File: src/rtl/mem_port_arbiter_if.sv
// mem_port_arbiter_if: IF/data requester and memory port signals of the shared memory arbiter
interface mem_port_arbiter_if #(
  parameter int AW = 32,
  parameter int DW = 32
);
  logic          if_req;
  logic [AW-1:0] if_addr;
  logic [DW-1:0] if_rdata;
  logic          if_valid;
  logic          if_stall;
  logic          d_req;
  logic [3:0]    d_we;
  logic [AW-1:0] d_addr;
  logic [DW-1:0] d_wdata;
  logic [DW-1:0] d_rdata;
  logic          d_valid;
  logic          d_stall;
  logic          mem_en;
  logic [3:0]    mem_we;
  logic [AW-1:0] mem_addr;
  logic [DW-1:0] mem_wdata;
  logic [DW-1:0] mem_rdata;
  logic          mem_ack;
  modport slave (
    input  if_req, if_addr, d_req, d_we, d_addr, d_wdata, mem_rdata, mem_ack,
    output if_rdata, if_valid, if_stall, d_rdata, d_valid, d_stall,
           mem_en, mem_we, mem_addr, mem_wdata
  );
  modport master (
    output if_req, if_addr, d_req, d_we, d_addr, d_wdata, mem_rdata, mem_ack,
    input  if_rdata, if_valid, if_stall, d_rdata, d_valid, d_stall,
           mem_en, mem_we, mem_addr, mem_wdata
  );
endinterface

File: src/rtl/mem_port_arbiter.sv
// mem_port_arbiter: serializes IF fetches and data accesses onto one memory port with starvation-bounded data priority
module mem_port_arbiter #(
  parameter int MAX_STARVE = 2,
  parameter int AW = 32,
  parameter int DW = 32
) (
  input logic clk,
  input logic rst,
  mem_port_arbiter_if.slave bus
);
  typedef enum logic [1:0] {IDLE, ISSUE, WAIT, RESP} state_t;
  state_t        state, state_nxt;
  logic [3:0]    starve, starve_nxt;
  logic          own_d, own_d_nxt;
  logic          en_q, en_nxt;
  logic [3:0]    we_q, we_nxt;
  logic [AW-1:0] addr_q, addr_nxt;
  logic [DW-1:0] wdata_q, wdata_nxt;
  logic [DW-1:0] if_rd_q, if_rd_nxt;
  logic [DW-1:0] d_rd_q, d_rd_nxt;
  logic          if_v_q, if_v_nxt;
  logic          d_v_q, d_v_nxt;
  logic          grant_d;
  // data has priority until IF has been passed over MAX_STARVE times in a row
  assign grant_d = bus.d_req & (~bus.if_req | (starve != 4'(MAX_STARVE)));
  always_comb begin
    state_nxt  = state;
    starve_nxt = starve;
    own_d_nxt  = own_d;
    en_nxt     = 1'b0;
    we_nxt     = we_q;
    addr_nxt   = addr_q;
    wdata_nxt  = wdata_q;
    if_rd_nxt  = if_rd_q;
    d_rd_nxt   = d_rd_q;
    if_v_nxt   = 1'b0;
    d_v_nxt    = 1'b0;
    case (state)
      IDLE: if (bus.if_req | bus.d_req) begin
        state_nxt  = ISSUE;
        own_d_nxt  = grant_d;
        en_nxt     = 1'b1;
        we_nxt     = grant_d ? bus.d_we : 4'b0;
        addr_nxt   = grant_d ? bus.d_addr : bus.if_addr;
        wdata_nxt  = grant_d ? bus.d_wdata : '0;
        starve_nxt = !grant_d ? 4'd0 :
                     (bus.if_req && starve != 4'(MAX_STARVE)) ? starve + 4'd1 : starve;
      end
      ISSUE: state_nxt = WAIT;
      WAIT: if (bus.mem_ack) begin
        state_nxt = RESP;
        if_rd_nxt = own_d ? if_rd_q : bus.mem_rdata;
        d_rd_nxt  = own_d ? bus.mem_rdata : d_rd_q;
        if_v_nxt  = ~own_d;
        d_v_nxt   = own_d;
      end
      default: state_nxt = IDLE;
    endcase
  end
  always_ff @(posedge clk) begin
    if (rst) begin
      state   <= IDLE;
      starve  <= 4'd0;
      own_d   <= 1'b0;
      en_q    <= 1'b0;
      we_q    <= 4'b0;
      addr_q  <= '0;
      wdata_q <= '0;
      if_rd_q <= '0;
      d_rd_q  <= '0;
      if_v_q  <= 1'b0;
      d_v_q   <= 1'b0;
    end else begin
      state   <= state_nxt;
      starve  <= starve_nxt;
      own_d   <= own_d_nxt;
      en_q    <= en_nxt;
      we_q    <= we_nxt;
      addr_q  <= addr_nxt;
      wdata_q <= wdata_nxt;
      if_rd_q <= if_rd_nxt;
      d_rd_q  <= d_rd_nxt;
      if_v_q  <= if_v_nxt;
      d_v_q   <= d_v_nxt;
    end
  end
  assign bus.mem_en    = en_q;
  assign bus.mem_we    = we_q;
  assign bus.mem_addr  = addr_q;
  assign bus.mem_wdata = wdata_q;
  assign bus.if_rdata  = if_rd_q;
  assign bus.d_rdata   = d_rd_q;
  assign bus.if_valid  = if_v_q;
  assign bus.d_valid   = d_v_q;
  assign bus.if_stall  = bus.if_req & ~if_v_q;
  assign bus.d_stall   = bus.d_req & ~d_v_q;
endmodule

File: src/flat_wrapper.sv
// flat-port wrapper written by rule: the top's interface ports become plain ports
module mem_port_arbiter_flat 
#(
  parameter int MAX_STARVE = 2,
  parameter int AW = 32,
  parameter int DW = 32
)
  (clk, rst, bus_if_req, bus_if_addr, bus_d_req, bus_d_we, bus_d_addr, bus_d_wdata, bus_mem_rdata, bus_mem_ack, bus_if_rdata, bus_if_valid, bus_if_stall, bus_d_rdata, bus_d_valid, bus_d_stall, bus_mem_en, bus_mem_we, bus_mem_addr, bus_mem_wdata);
  mem_port_arbiter_if #(.AW(AW), .DW(DW)) bus_i ();
  input logic clk;
  input logic rst;
  input wire logic [$bits(bus_i.if_req)-1:0] bus_if_req;
  input wire logic [$bits(bus_i.if_addr)-1:0] bus_if_addr;
  input wire logic [$bits(bus_i.d_req)-1:0] bus_d_req;
  input wire logic [$bits(bus_i.d_we)-1:0] bus_d_we;
  input wire logic [$bits(bus_i.d_addr)-1:0] bus_d_addr;
  input wire logic [$bits(bus_i.d_wdata)-1:0] bus_d_wdata;
  input wire logic [$bits(bus_i.mem_rdata)-1:0] bus_mem_rdata;
  input wire logic [$bits(bus_i.mem_ack)-1:0] bus_mem_ack;
  output wire logic [$bits(bus_i.if_rdata)-1:0] bus_if_rdata;
  output wire logic [$bits(bus_i.if_valid)-1:0] bus_if_valid;
  output wire logic [$bits(bus_i.if_stall)-1:0] bus_if_stall;
  output wire logic [$bits(bus_i.d_rdata)-1:0] bus_d_rdata;
  output wire logic [$bits(bus_i.d_valid)-1:0] bus_d_valid;
  output wire logic [$bits(bus_i.d_stall)-1:0] bus_d_stall;
  output wire logic [$bits(bus_i.mem_en)-1:0] bus_mem_en;
  output wire logic [$bits(bus_i.mem_we)-1:0] bus_mem_we;
  output wire logic [$bits(bus_i.mem_addr)-1:0] bus_mem_addr;
  output wire logic [$bits(bus_i.mem_wdata)-1:0] bus_mem_wdata;
  assign bus_i.if_req = bus_if_req;
  assign bus_i.if_addr = bus_if_addr;
  assign bus_i.d_req = bus_d_req;
  assign bus_i.d_we = bus_d_we;
  assign bus_i.d_addr = bus_d_addr;
  assign bus_i.d_wdata = bus_d_wdata;
  assign bus_i.mem_rdata = bus_mem_rdata;
  assign bus_i.mem_ack = bus_mem_ack;
  assign bus_if_rdata = bus_i.if_rdata;
  assign bus_if_valid = bus_i.if_valid;
  assign bus_if_stall = bus_i.if_stall;
  assign bus_d_rdata = bus_i.d_rdata;
  assign bus_d_valid = bus_i.d_valid;
  assign bus_d_stall = bus_i.d_stall;
  assign bus_mem_en = bus_i.mem_en;
  assign bus_mem_we = bus_i.mem_we;
  assign bus_mem_addr = bus_i.mem_addr;
  assign bus_mem_wdata = bus_i.mem_wdata;
  mem_port_arbiter #(.MAX_STARVE(MAX_STARVE), .AW(AW), .DW(DW)) u_core (.clk(clk), .rst(rst), .bus(bus_i));
endmodule
File: config.mk
export PLATFORM = sky130hd
export DESIGN_NAME = mem_port_arbiter_flat
export DESIGN_NICKNAME = d
export VERILOG_FILES = /design/src/rtl/mem_port_arbiter_if.sv /design/src/rtl/mem_port_arbiter.sv /design/src/flat_wrapper.sv
export SDC_FILE = /design/constraint.sdc
export NUM_CORES = 1
export LEC_CHECK = 0
export BUFFER_PORTS_ARGS = -buffer_cell sky130_fd_sc_hd__buf_2
export CAP_MARGIN = 20
export CORE_MARGIN = 2
export CORE_UTILIZATION = 41
export CTS_CLUSTER_DIAMETER = 200
export DETAILED_ROUTE_END_ITERATION = 8
export GPL_TIMING_DRIVEN = 0
export PLACE_DENSITY = 0.77
export SYNTH_ARGS = -nofsm -noshare
export SYNTH_HDL_FRONTEND = slang
export SYNTH_SLANG_ARGS = --single-unit
File: constraint.sdc
create_clock -name clk -period 1.45 [get_ports clk]
set_input_delay 0.29 -clock clk [delete_from_list [all_inputs] [get_ports clk]]
set_output_delay 0.29 -clock clk [all_outputs]
set_load 0.02 [all_outputs]
# == Word-level counts from Yosys, hierarchy flattened ==
# Cells that the tools add are included.
# word_totals
register_bits,142
inputBits,137
out_inout_bits,137
word_cells,48
# op_classes
addsub,1
n_eq_ne,6
muxes,9
n_bitwise,12
reduce_logical,9
# op_table
cell,n
32-bit 2-to-1 mux,2
4-bit 2-to-1 mux,3
3-bit AND reduction,3
1-bit NOT,7
2-bit case mux with 3 select lines,1
"4-bit by 1-bit adder with 4-bit output, second input constant",1
2-bit 2-to-1 mux,2
"2-bit inequality test, second input constant",2
"4-bit by 2-bit inequality test with 1-bit output, second input constant",1
2-bit AND reduction,2
1-bit bitwise AND,3
3-bit OR reduction,1
"2-bit by 1-bit equality test with 1-bit output, second input constant",1
"2-bit equality test, second input constant",1
2-bit logical NOT,1
"2-bit by 1-bit inequality test with 1-bit output, second input constant",1
1-bit bitwise OR,2
2-bit OR reduction,1
1-bit logical AND,1
1-bit 2-to-1 mux,1

# == Logic depth before layout (Yosys ltp) ==
# Gate-level depths: netlist of the first run.
# depth
depth_word,5
ltp_mapped,8
depth_no_buf,5

# == Least setup slack after synthesis of the first run ==
# No wires, ideal clock.
# synth_path
path_kind,reg-to-reg
start,reg u_core.state[0]
end,reg u_core.state[0]
setup_ps,70
arrival_time_ps,1469
required_time_ps,1380
slack_ps,-90
path_stages_with_launch,7
path_buffers,1
period_less_slack_ps,1540
path_cell_list,dfxtp_1 inv_1 ha_1 buf_2 nor3b_1 or4_1 a21oi_1
# synth_between
elab_chain_len,3
word_cells_on_any_way,7
# synth_lines
element,line_no,rtl
from (decl),mem_port_arbiter.sv:12,"state_t state, state_nxt;"
from (signal assigned),mem_port_arbiter.sv:74,state <= state_nxt;
2-bit equality test / 2-bit logical NOT (equally long branches),mem_port_arbiter.sv:38,case (state)
2-bit inequality test (no source line) / 2-bit by 1-bit inequality test with 1-bit output (equally long branches),--,
2-bit AND reduction (no source line),--,
# Several ways; a longest one is shown, not always the timed one.
# A chain may end at the register's enable or synchronous reset.

# == Worst setup path after layout of the first run ==
# layout_path
start,reg u_core.starve[0]
end,reg u_core.addr_q[5] (netlist: u_core.bus.mem_addr[5])
# layout_between
elab_chain_len,4
# layout_lines
element,line_no,rtl
from (decl),mem_port_arbiter.sv:13,"logic [3:0] starve, starve_nxt;"
from (signal assigned),mem_port_arbiter.sv:75,starve <= starve_nxt;
4-bit by 2-bit inequality test with 1-bit output,mem_port_arbiter.sv:25,assign grant_d = bus.d_req & (~bus.if_req | (starve != 4'(MAX_STARVE)));
1-bit bitwise OR,mem_port_arbiter.sv:25,
1-bit bitwise AND,mem_port_arbiter.sv:25,
32-bit 2-to-1 mux,mem_port_arbiter.sv:44,addr_nxt = grant_d ? bus.d_addr : bus.if_addr;
to (signal assigned),mem_port_arbiter.sv:79,addr_q <= addr_nxt;
to (decl),mem_port_arbiter.sv:17,"logic [AW-1:0] addr_q, addr_nxt;"
# Every way passes these cells.

==> out/metrics.csv, run 1 <==
metric;value;unit
dp_hpwl;13.1;mm
path_clk_slew;60;ps
io_buffers;271;
grt_max_degree;17;
crit_slowest_cell;dfxtp_2;
violations;negative setup slack;
max_freq;681;MHz
ir_drop;0.904;mV
final_nets;1139;
synth_cells;690;
crit-reg2reg-launch;u_core.starve[0];
diodes;0;
drc_errors;0;
setup.worst_path.class;reg2reg;
drt_iter0_drc;435;
maxSlewViolCount;0;
relSlewSlack;54.0;%
synth.top_cells.by_area;dfxtp_1 (51%), nand2_1 (11%), a21oi_1 (9.4%);
drive_above_1_share;40.9;%
grt_pass1_vias;5772;
finalClockSkew;10.7;ps
arrival;1800;ps
cts.sinks;142;
regArea;2850;sq um
synth-main-ff-cell;dfxtp_1;
gp_congestion;0.821;
multiInputGateArea;2630;sq um
ioPinCount;274;
fin_crit;1470;ps
fp.dieW;120;um
ctsHoldBuffers;0;
status;finished with violations;
min_path_type;in2reg;
fin_util;63.2;%
final_area;8370;sq um
fp.dieH;120;um
ys_types;26;
yosys_register_bits;142;
layout_setup_ws;-18.3;ps
whs;112;ps
routed_wl;18.9;mm
preCtsSetupSlack;-425;ps
critPathLaunch;u_core.starve[0];
power.leakage;3.69;nW
period_share;101;%
synth_area_per_cell;8.03;sq um
dp_cells;1137;
path_cells;inv_2, ha_4, and4bb_4, buf_2, o21ai_0, a311oi_1;
drtPass1Iterations;5;
startpoint_type;flop;
rsz0062_at_grt;true;
ant_nets;0;
clockBufferDepth;2;
place_area;7140;sq um
synth-edff-count;0;
tritoncts.num_buffers;17;
vias;6276;
hold_violations;0;
final_cells;1186;
ys_warn_count;0;
syn-num-nets;832;
maxCapViolations;0;
grt_pass1_wl;28.5;mm
nFillCells;1174;
antenna_found_initial;0;
powerDensity;1750;nW/um^2
wl_per_cell;15.9;um
synth_area_leader_cell;dfxtp_1;
worst-path-max-fanout;7;
grt_use_total;24.7;%
worst_pin_slew;690;ps
total_power;14.7;mW
die_area;14500;sq um
vias_per_cell;5.29;
grt_overflow;0;
postSynth.asyncResetShare;0;%
area_growth;51.0;%
critical_path_buf_inv_count;2;
yosys.area.top_type_share;51.3;%
core;13200;sq um
critPathCaptureType;flop;
clk_latency;420;ps
start_util;41.8;%
finalSetupViolCount;7;
ctsRootBufferMaster;clkbuf_16;
cpLargestDelayFamily;compound AO/OA/AOI/OAI gates;
seq_area_frac_synth;51.3;%
syn_area;5540;sq um
fin_tns_setup;-74.5;ps
htreeDepth;4;
cpPeakStageDelay;320;ps
cts_tree;yes;
worst_ep_required_time;1780;ps
hp-start;bus_mem_rdata[6];
rows;42;
[report_power, final]
group / internal (mW) / switching [mW] / total [mW]
combinational: 2.17 / 3.08 / 5.25
sequential: 4.60 / 0.375 / 4.97
clock: 2.74 / 1.69 / 4.43
total: 9.51 / 5.15 / 14.7
[cells by family (layout without fill, tap and decap cells)]
kind of cell	count (synthesis)	in the layout	share of synthesized area, %
AO/OA/AOI/OAI	176	176	18.3
buffers and inverters	73	392	5.64
AND/OR/NAND/NOR	294	295	23.6
flip-flops	142	142	51.3
adder cells (fa/ha/maj)	5	5	1.13
[state kept, by name (all words and copies together) (netlist names)]
name,flops
u_core.bus.if_rdata,32
u_core.bus.d_valid,1
u_core.bus.d_rdata,32
u_core.own_d,1
u_core.bus.mem_en,1
u_core.state,2
u_core.bus.if_valid,1
u_core.bus.mem_wdata,32
u_core.starve,4
u_core.bus.mem_we,4
u_core.bus.mem_addr,32
[what timing repair did]
action | CTS | global route
pin swaps | 24 | 34
endpoints found under the setup margin | 136 | 94
setup buffers | 9 | 4
gates cloned | 5 | 3
gates resized for setup | 89 | 60
[placed cells by master, fill, tap and decap left out, types with 2 or more instances in the layout]
cell type	instances
nand3_1	29
o21ai_1	2
buf_8	5
a21oi_2	2
clkbuf_8	2
clkinvlp_4	4
bufinv_16	3
o21ai_0	31
or4_1	3
clkbuf_16	19
buf_4	24
nand3_2	6
clkbuf_2	3
ha_4	2
clkbuf_4	6
o21a_1	2
dfxtp_2	4
nor2_1	32
clkinv_2	4
nand4_1	36
a311oi_2	14
nor2_4	3
nand2_1	168
nor2_2	3
buf_2	276
clkbuf_1	26
a311oi_1	18
a21oi_1	102
or4_4	2
nor2b_1	2
buf_6	14
buf_16	2
o21ai_2	2
dfxtp_1	138
inv_2	3
nand3b_1	2
ha_1	2
[path summary, 6_finish.rpt]
check                                          endpoint  slack [ps]  depth (start not counted)
worst max register to register   u_core.bus.mem_addr[5]         -20                          6
worst min register to register  u_core.bus.mem_wdata[6]         450                          2
worst min-delay path             u_core.bus.if_rdata[6]         110                          3
worst max-delay path             u_core.bus.mem_addr[5]         -20                          6
[tightest hold or removal path, stage by stage]
cell     delay (ps)
buf_2           100
nand2_1          50
a21oi_1          50
[synth_stat cells (all sizes together) (3+ instances only)]
cell and n:
o21ai 35, nand3 36, dfxtp 142, ha 5, a311oi 32, nand2 168, nand4 36, nor2 38
clkbuf 40, buf 29, or4 5, a21oi 104, inv 4, nor2b 3
[layer usage]
| layer | wire length, um | track usage [%] | vias to the layer above |
|---|---|---|---|
| met4 | 345 | 9.01 | 0 |
| met1 | 7550 | 29.0 | 2931 |
| met3 | 1740 | 8.77 | 32 |
| met2 | 9250 | 41.5 | 293 |
| met5 | 0 | 0 | - |
| li1 | - | - | 3020 |
[cell type report]
class	instances	share of cell area (%)
buffer	66	6.04
clock buffer	21	5.38
clock inverter	11	1.69
inverter	4	0.224
multi-input combinational	476	31.4
sequential	142	34.0
tap	176	2.63
timing repair buffer	290	18.6
Power figures use the tool's default switching activity.
==> inputs of run 2 (changes only) <==
Settings changed: CORE_UTILIZATION 41 to 38, PLACE_DENSITY 0.77 to 0.72.
==> run 2 against run 1 <==
The flow still finishes with violations (negative setup slack); first-iteration DRC count decreased by 31%; critical path depth fell by 1; cell area rose by 0.42%; clock power fell by 5.2%; wire length increased by 2.4%; via count shrank 1.0%; non-clock buffer count rose by 1; critical endpoint is now u_core.starve[0].
==> out/metrics.csv, run 2 (synthesis results as in run 1) <==
metric;value;unit;change
status;finished with violations;;unchanged
violations;negative setup slack;;unchanged
cts_tree;yes;;unchanged
start_util;38.6;%;was 41.8%
place_area;7150;sq um;was 7140 sq um
ant_nets;0;;unchanged
wl_per_cell;16.2;um;was 15.9 um
htreeDepth;4;;unchanged
worst-path-max-fanout;5;;was 7
switching_power;4.97;mW;was 5.15 mW
pwr-share-comb;35.9;%;about the same
clk_latency;410;ps;was 420 ps
finalSetupViolCount;19;;was 7
fp.dieW;125;um;was 120 um
swShare;34.8;%;was 35.1%
drt_iter0_drc;298;;was 435
final_nets;1140;;was 1139
fin_crit;1510;ps;was 1470 ps
powerDensity;1700;nW/um^2;was 1750 nW/um^2
clockBufferDepth;2;;unchanged
power.share.clock;29.4;%;was 30.2%
grt_use_met3;8.25;%;was 8.77%
vias;6213;;was 6276
p_int;9.32;mW;was 9.51 mW
drc_errors;0;;unchanged
crit_slowest_cell;or4_1;;was dfxtp_2
final_area;8400;sq um;was 8370 sq um
finalClockSkew;9.34;ps;was 10.7 ps
rsz0062_at_grt;true;;unchanged
worst_pin_slew;677;ps;was 690 ps
area_growth;51.6;%;was 51.0%
layout_commonest_cell;buf_2;;unchanged
grt_pass1_vias;5813;;was 5772
max_freq;661;MHz;was 681 MHz
fp.dieH;125;um;was 120 um
arrival;1840;ps;was 1800 ps
die_area;15600;sq um;was 14500 sq um
grt_use_total;23.7;%;was 24.7%
final_cells;1194;;was 1186
grt_max_degree;17;;unchanged
preCtsSetupSlack;-486;ps;was -425 ps
period_share;104;%;was 101%
grt_overflow;0;;unchanged
routed_wl;19.3;mm;was 18.9 mm
core;14400;sq um;was 13200 sq um
relSlewSlack;54.9;%;was 54.0%
top_usage_layer;met2;;unchanged
vias_per_cell;5.20;;was 5.29
ctsRootBufferMaster;clkbuf_16;;unchanged
hold_violations;0;;unchanged
maxSlewViolCount;0;;unchanged
path_clk_slew;60;ps;about the same
ctsHoldBuffers;0;;unchanged
cpPeakStageDelay;490;ps;was 320 ps
layout_setup_ws;-62.4;ps;was -18.3 ps
dp_hpwl;13.5;mm;was 13.1 mm
drtPass1Iterations;4;;was 5
power.leakage;3.71;nW;was 3.69 nW
gp_congestion;0.822;;was 0.821
worst_ep_required_time;1780;ps;about the same
diodes;0;;unchanged
io_buffers;271;;unchanged
grt_pass1_wl;29.8;mm;was 28.5 mm
min_path_type;in2reg;;unchanged
drive_above_1_share;40.1;%;was 40.9%
antenna_found_initial;0;;unchanged
path_cells;inv_2, ha_4, and4bb_2, or4_1, a21oi_2;;was inv_2, ha_4, and4bb_4, buf_2, o21ai_0, a311oi_1
use_met1;27.8;%;was 29.0%
maxCapViolations;0;;unchanged
seq_power_share;34.7;%;was 33.9%
cts.sinks;142;;unchanged
dp_cells;1145;;was 1137
ir_drop;0.862;mV;was 0.904 mV
critPathCaptureType;flop;;unchanged
startpoint_type;flop;;unchanged
ioPinCount;274;;unchanged
gr-usage-met2;40.5;%;was 41.5%
setup.worst_path.class;reg2reg;;unchanged
tritoncts.num_buffers;17;;unchanged
nFillCells;1338;;was 1174
rows;44;;was 42
layout_common_cells;buf_2 (272), nand2_1 (168), dfxtp_1 (138);;was buf_2 (276), nand2_1 (168), dfxtp_1 (138)
run 2: changes by cell type in the layout (fill, tap and decap cells not counted), sizes merged:
cell and delta:
inv +1, clkinvlp -2, clkinv -3, clkbuf +8
bufinv -1, buf -3
run 2: power groups by stage:
stage	sequential [mW]	combinational [mW]	clock, mW
2_1_floorplan	5.79	1.94	0
3_3_place_gp	5.00	4.14	0
3_5_place_dp	5.02	4.17	0
4_1_cts	4.94	4.90	4.29
5_1_grt	5.04	5.51	4.46
6_report	4.96	5.12	4.20
run 2: cell type report:
class / count / area (sq um) / share of cell area [%]
timing repair buffer: 291 / 1640 / 19.5
clock inverter: 6 / 85.1 / 1.01
buffer: 66 / 502 / 5.97
tap: 184 / 230 / 2.74
clock buffer: 25 / 475 / 5.66
multi-input combinational: 476 / 2600 / 31.0
sequential: 142 / 2850 / 34.0
inverter: 4 / 15.0 / 0.179
run 2: timing repair:
action | in CTS | in global routing
buffers inserted | 6 | 4
hold endpoints to repair | 0 | 0
resized for setup | 102 | 66
pin swaps | 29 | 50
setup endpoints to repair | 136 | 104
gates cloned | 11 | 1
run 2: path summary, 6_finish.rpt:
| path | slack [ps] | from | to | cells past startpoint |
|---|---|---|---|---|
| hold reg to reg | 450 | u_core.bus.mem_wdata[22] | u_core.bus.mem_wdata[22] | 2 |
| setup reg to reg | -60 | u_core.starve[0] | u_core.starve[0] | 5 |
| setup / recovery | -60 | u_core.starve[0] | u_core.starve[0] | 5 |
| hold / removal | 120 | bus_mem_rdata[25] | u_core.bus.if_rdata[25] | 3 |
run 2: critical path: cells and delay by family, from the launching register on:
kind,cells,cell delay (ps)
fa+ha+maj,1,160
compound gates,1,130
flops,1,360
buf+inv,1,50
simple gates,2,740
run 2: metrics by stage:
step           power (mW)  hold WS, ps  setup TNS, ps  util, %
2_1_floorplan        7.73          426          -23.3        -
3_3_place_gp         9.14          436         -37680     49.7
3_5_place_dp         9.19          441         -38590     49.7
4_1_cts              14.1          102           -524     57.1
5_1_grt              15.0          121          -2940     58.5
6_report             14.3          120           -595     58.5
run 2: layer usage:
metal	share of wire, %	wire length [um]
met3	8.8	1700
met1	41	7840
met4	1.2	235
met5	0	0
met2	49	9560
==> inputs of run 3 (changes only) <==
--- a/constraint.sdc
+++ b/constraint.sdc
@@ -3,2 +3,2 @@
 set_output_delay 0.29 -clock clk [all_outputs]
-set_load 0.02 [all_outputs]
+set_load 0.005 [all_outputs]
==> run 3 against run 2 <==
The flow still finishes with violations (negative setup slack); critical path type unchanged; cell count fell by 0.34%; critical endpoint is now u_core.starve[1]; global-route usage fell by 0.77 points; via count down 1.2%; largest cell class unchanged; highest routed layer unchanged; count of clock-buffer cells in the layout did not move; clock power about the same; core utilization is 0.41 points lower; total power is 7.1% lower; flip-flop and latch count is the same; sequential power hardly changed; worst setup slack improved by 1.7 ps; wire length is 0.38% lower; first-iteration DRC count rose by 5.0%.
==> out/metrics.csv, run 3 (synthesis results as in run 1) <==
metric;value;unit;change
start_util;38.6;%;unchanged
layout_setup_ws;-60.7;ps;was -62.4 ps
swShare;31.5;%;was 34.8%
critPathCaptureType;flop;;unchanged
p_int;9.08;mW;was 9.32 mW
grt_pass1_wl;28.9;mm;was 29.8 mm
place_area;7150;sq um;unchanged
hold_depth;3;;unchanged
finalSetupViolCount;14;;was 19
drt_iter0_drc;313;;was 298
fin_crit;1510;ps;about the same
dp_hpwl;13.5;mm;unchanged
ctsRootBufferMaster;clkbuf_16;;unchanged
power.share.clock;31.7;%;was 29.4%
max_freq;662;MHz;was 661 MHz
switching_power;4.18;mW;was 4.97 mW
gp_congestion;0.822;;unchanged
io_buffers;271;;unchanged
maxSlewViolCount;0;;unchanged
r2r_cells;5;;unchanged
hold_violations;0;;unchanged
fp.dieH;125;um;unchanged
tritoncts.num_buffers;17;;unchanged
final_nets;1136;;was 1140
diodes;0;;unchanged
clockBufferDepth;2;;unchanged
wl_per_cell;16.2;um;about the same
rsz0062_at_grt;true;;unchanged
vias_per_cell;5.16;;was 5.20
antenna_found_initial;0;;unchanged
fp.dieW;125;um;unchanged
worst_pin_slew;697;ps;was 677 ps
status;finished with violations;;unchanged
total_power;13.3;mW;was 14.3 mW
ioPinCount;274;;unchanged
worst-path-max-fanout;5;;unchanged
worst_ep_required_time;1780;ps;about the same
nFillCells;1341;;was 1338
dp_cells;1145;;unchanged
grt_max_degree;17;;unchanged
clk_latency;410;ps;about the same
drc_errors;0;;unchanged
ant_nets;0;;unchanged
period_share;104;%;about the same
rows;44;;unchanged
arrival;1840;ps;about the same
fin_util;58.1;%;was 58.5%
grt_overflow;0;;unchanged
ir_drop;0.837;mV;was 0.862 mV
crit_slowest_cell;or4_4;;was or4_1
final_cells;1190;;was 1194
startpoint_type;flop;;unchanged
setup.worst_path.class;reg2reg;;unchanged
routed_wl;19.3;mm;about the same
violations;negative setup slack;;unchanged
cts_tree;yes;;unchanged
power.leakage;3.67;nW;was 3.71 nW
vias;6140;;was 6213
core;14400;sq um;unchanged
preCtsSetupSlack;-486;ps;unchanged
path_cells;inv_2, ha_4, and4bb_2, or4_4, a21oi_2;;was inv_2, ha_4, and4bb_2, or4_1, a21oi_2
area_growth;50.6;%;was 51.6%
cpLargestDelayFamily;simple AND/OR/NAND/NOR gates;;unchanged
htreeDepth;4;;unchanged
die_area;15600;sq um;unchanged
layout_common_cells;buf_2 (274), nand2_1 (168), dfxtp_1 (138);;was buf_2 (272), nand2_1 (168), dfxtp_1 (138)
grt_use_total;22.9;%;was 23.7%
ctsHoldBuffers;0;;unchanged
min_path_type;in2reg;;unchanged
critical_path_buf_inv_count;1;;unchanged
layout_commonest_cell;buf_2;;unchanged
drtPass1Iterations;4;;unchanged
final_area;8340;sq um;was 8400 sq um
path_clk_slew;60;ps;about the same
drive_above_1_share;40.4;%;was 40.1%
relSlewSlack;53.6;%;was 54.9%
pwr-share-comb;31.0;%;was 35.9%
cts.sinks;142;;unchanged
finalClockSkew;6.21;ps;was 9.34 ps
cpPeakStageDelay;490;ps;about the same
maxCapViolations;0;;unchanged
cp.depth;5;;unchanged
grt_pass1_vias;5688;;was 5813
seq_power_share;37.4;%;was 34.7%
powerDensity;1590;nW/um^2;was 1700 nW/um^2
-- run 3: changes by cell type in the layout (fill, tap and decap cells not counted), sizes merged --
cell,before,now
inv,4,3
buf,318,314
clkinvlp,2,3
-- run 3: power groups by stage --
| stage | logic [mW] | clock network (mW) | registers (mW) |
|---|---|---|---|
| finish | 4.10 | 4.20 | 4.96 |
| global route | 4.48 | 4.46 | 5.03 |
| CTS | 3.75 | 4.29 | 4.94 |
| detailed placement | 3.43 | 0 | 5.02 |
| global placement | 3.40 | 0 | 5.00 |
| floorplan | 1.94 | 0 | 5.07 |
-- run 3: final timing paths --
| path | from | to | slack, ps |
|---|---|---|---|
| setup / recovery | u_core.starve[0] | u_core.starve[1] | -60 |
| hold / removal | bus_mem_rdata[25] | u_core.bus.if_rdata[25] | 120 |
| setup reg to reg | u_core.starve[0] | u_core.starve[1] | -60 |
| hold reg to reg | u_core.bus.if_rdata[31] | u_core.bus.if_rdata[31] | 450 |
-- run 3: what timing repair did --
action | in CTS | in global routing
setup endpoints to repair | 136 | 121
resized for setup | 71 | 85
cloned | 3 | 4
pin swaps | 20 | 41
buffers inserted | 4 | 7
-- run 3: layout make-up --
type                    instances  area (sq um)  share of cell area (%)
multi-input cells             476          2630                    31.5
clock buffers                  25           475                    5.70
clock inverters                 6          85.1                    1.02
inverters                       4          18.8                   0.225
repair buffers                288          1600                    19.1
flip-flops and latches        142          2850                    34.2
plain buffers                  65           458                    5.49
well taps                     184           230                    2.76
-- run 3: routing by layer --
metal / up-vias / global-route usage, % / wire length (um)
met4: 0 / 6.21 / 225
met3: 17 / 8.16 / 1710
li1: 3012 / - / -
met2: 247 / 39.4 / 9430
met1: 2864 / 27.0 / 7900
met5: - / 0 / 0
-- run 3: through the flow --
step           hold slack, ps  TNS [ps]
2_1_floorplan             426     -23.3
3_3_place_gp              436    -37650
3_5_place_dp              441    -38560
4_1_cts                   102      -986
5_1_grt                   120     -2190
6_report                  121      -309
-- run 3: worst reg2reg max path, delay by kind of cell (launching register included) --
kind,cells,cell delay (ps)
fa+ha+maj,1,160
compound gates,1,140
simple gates,2,740
buf+inv,1,40
flops,1,360
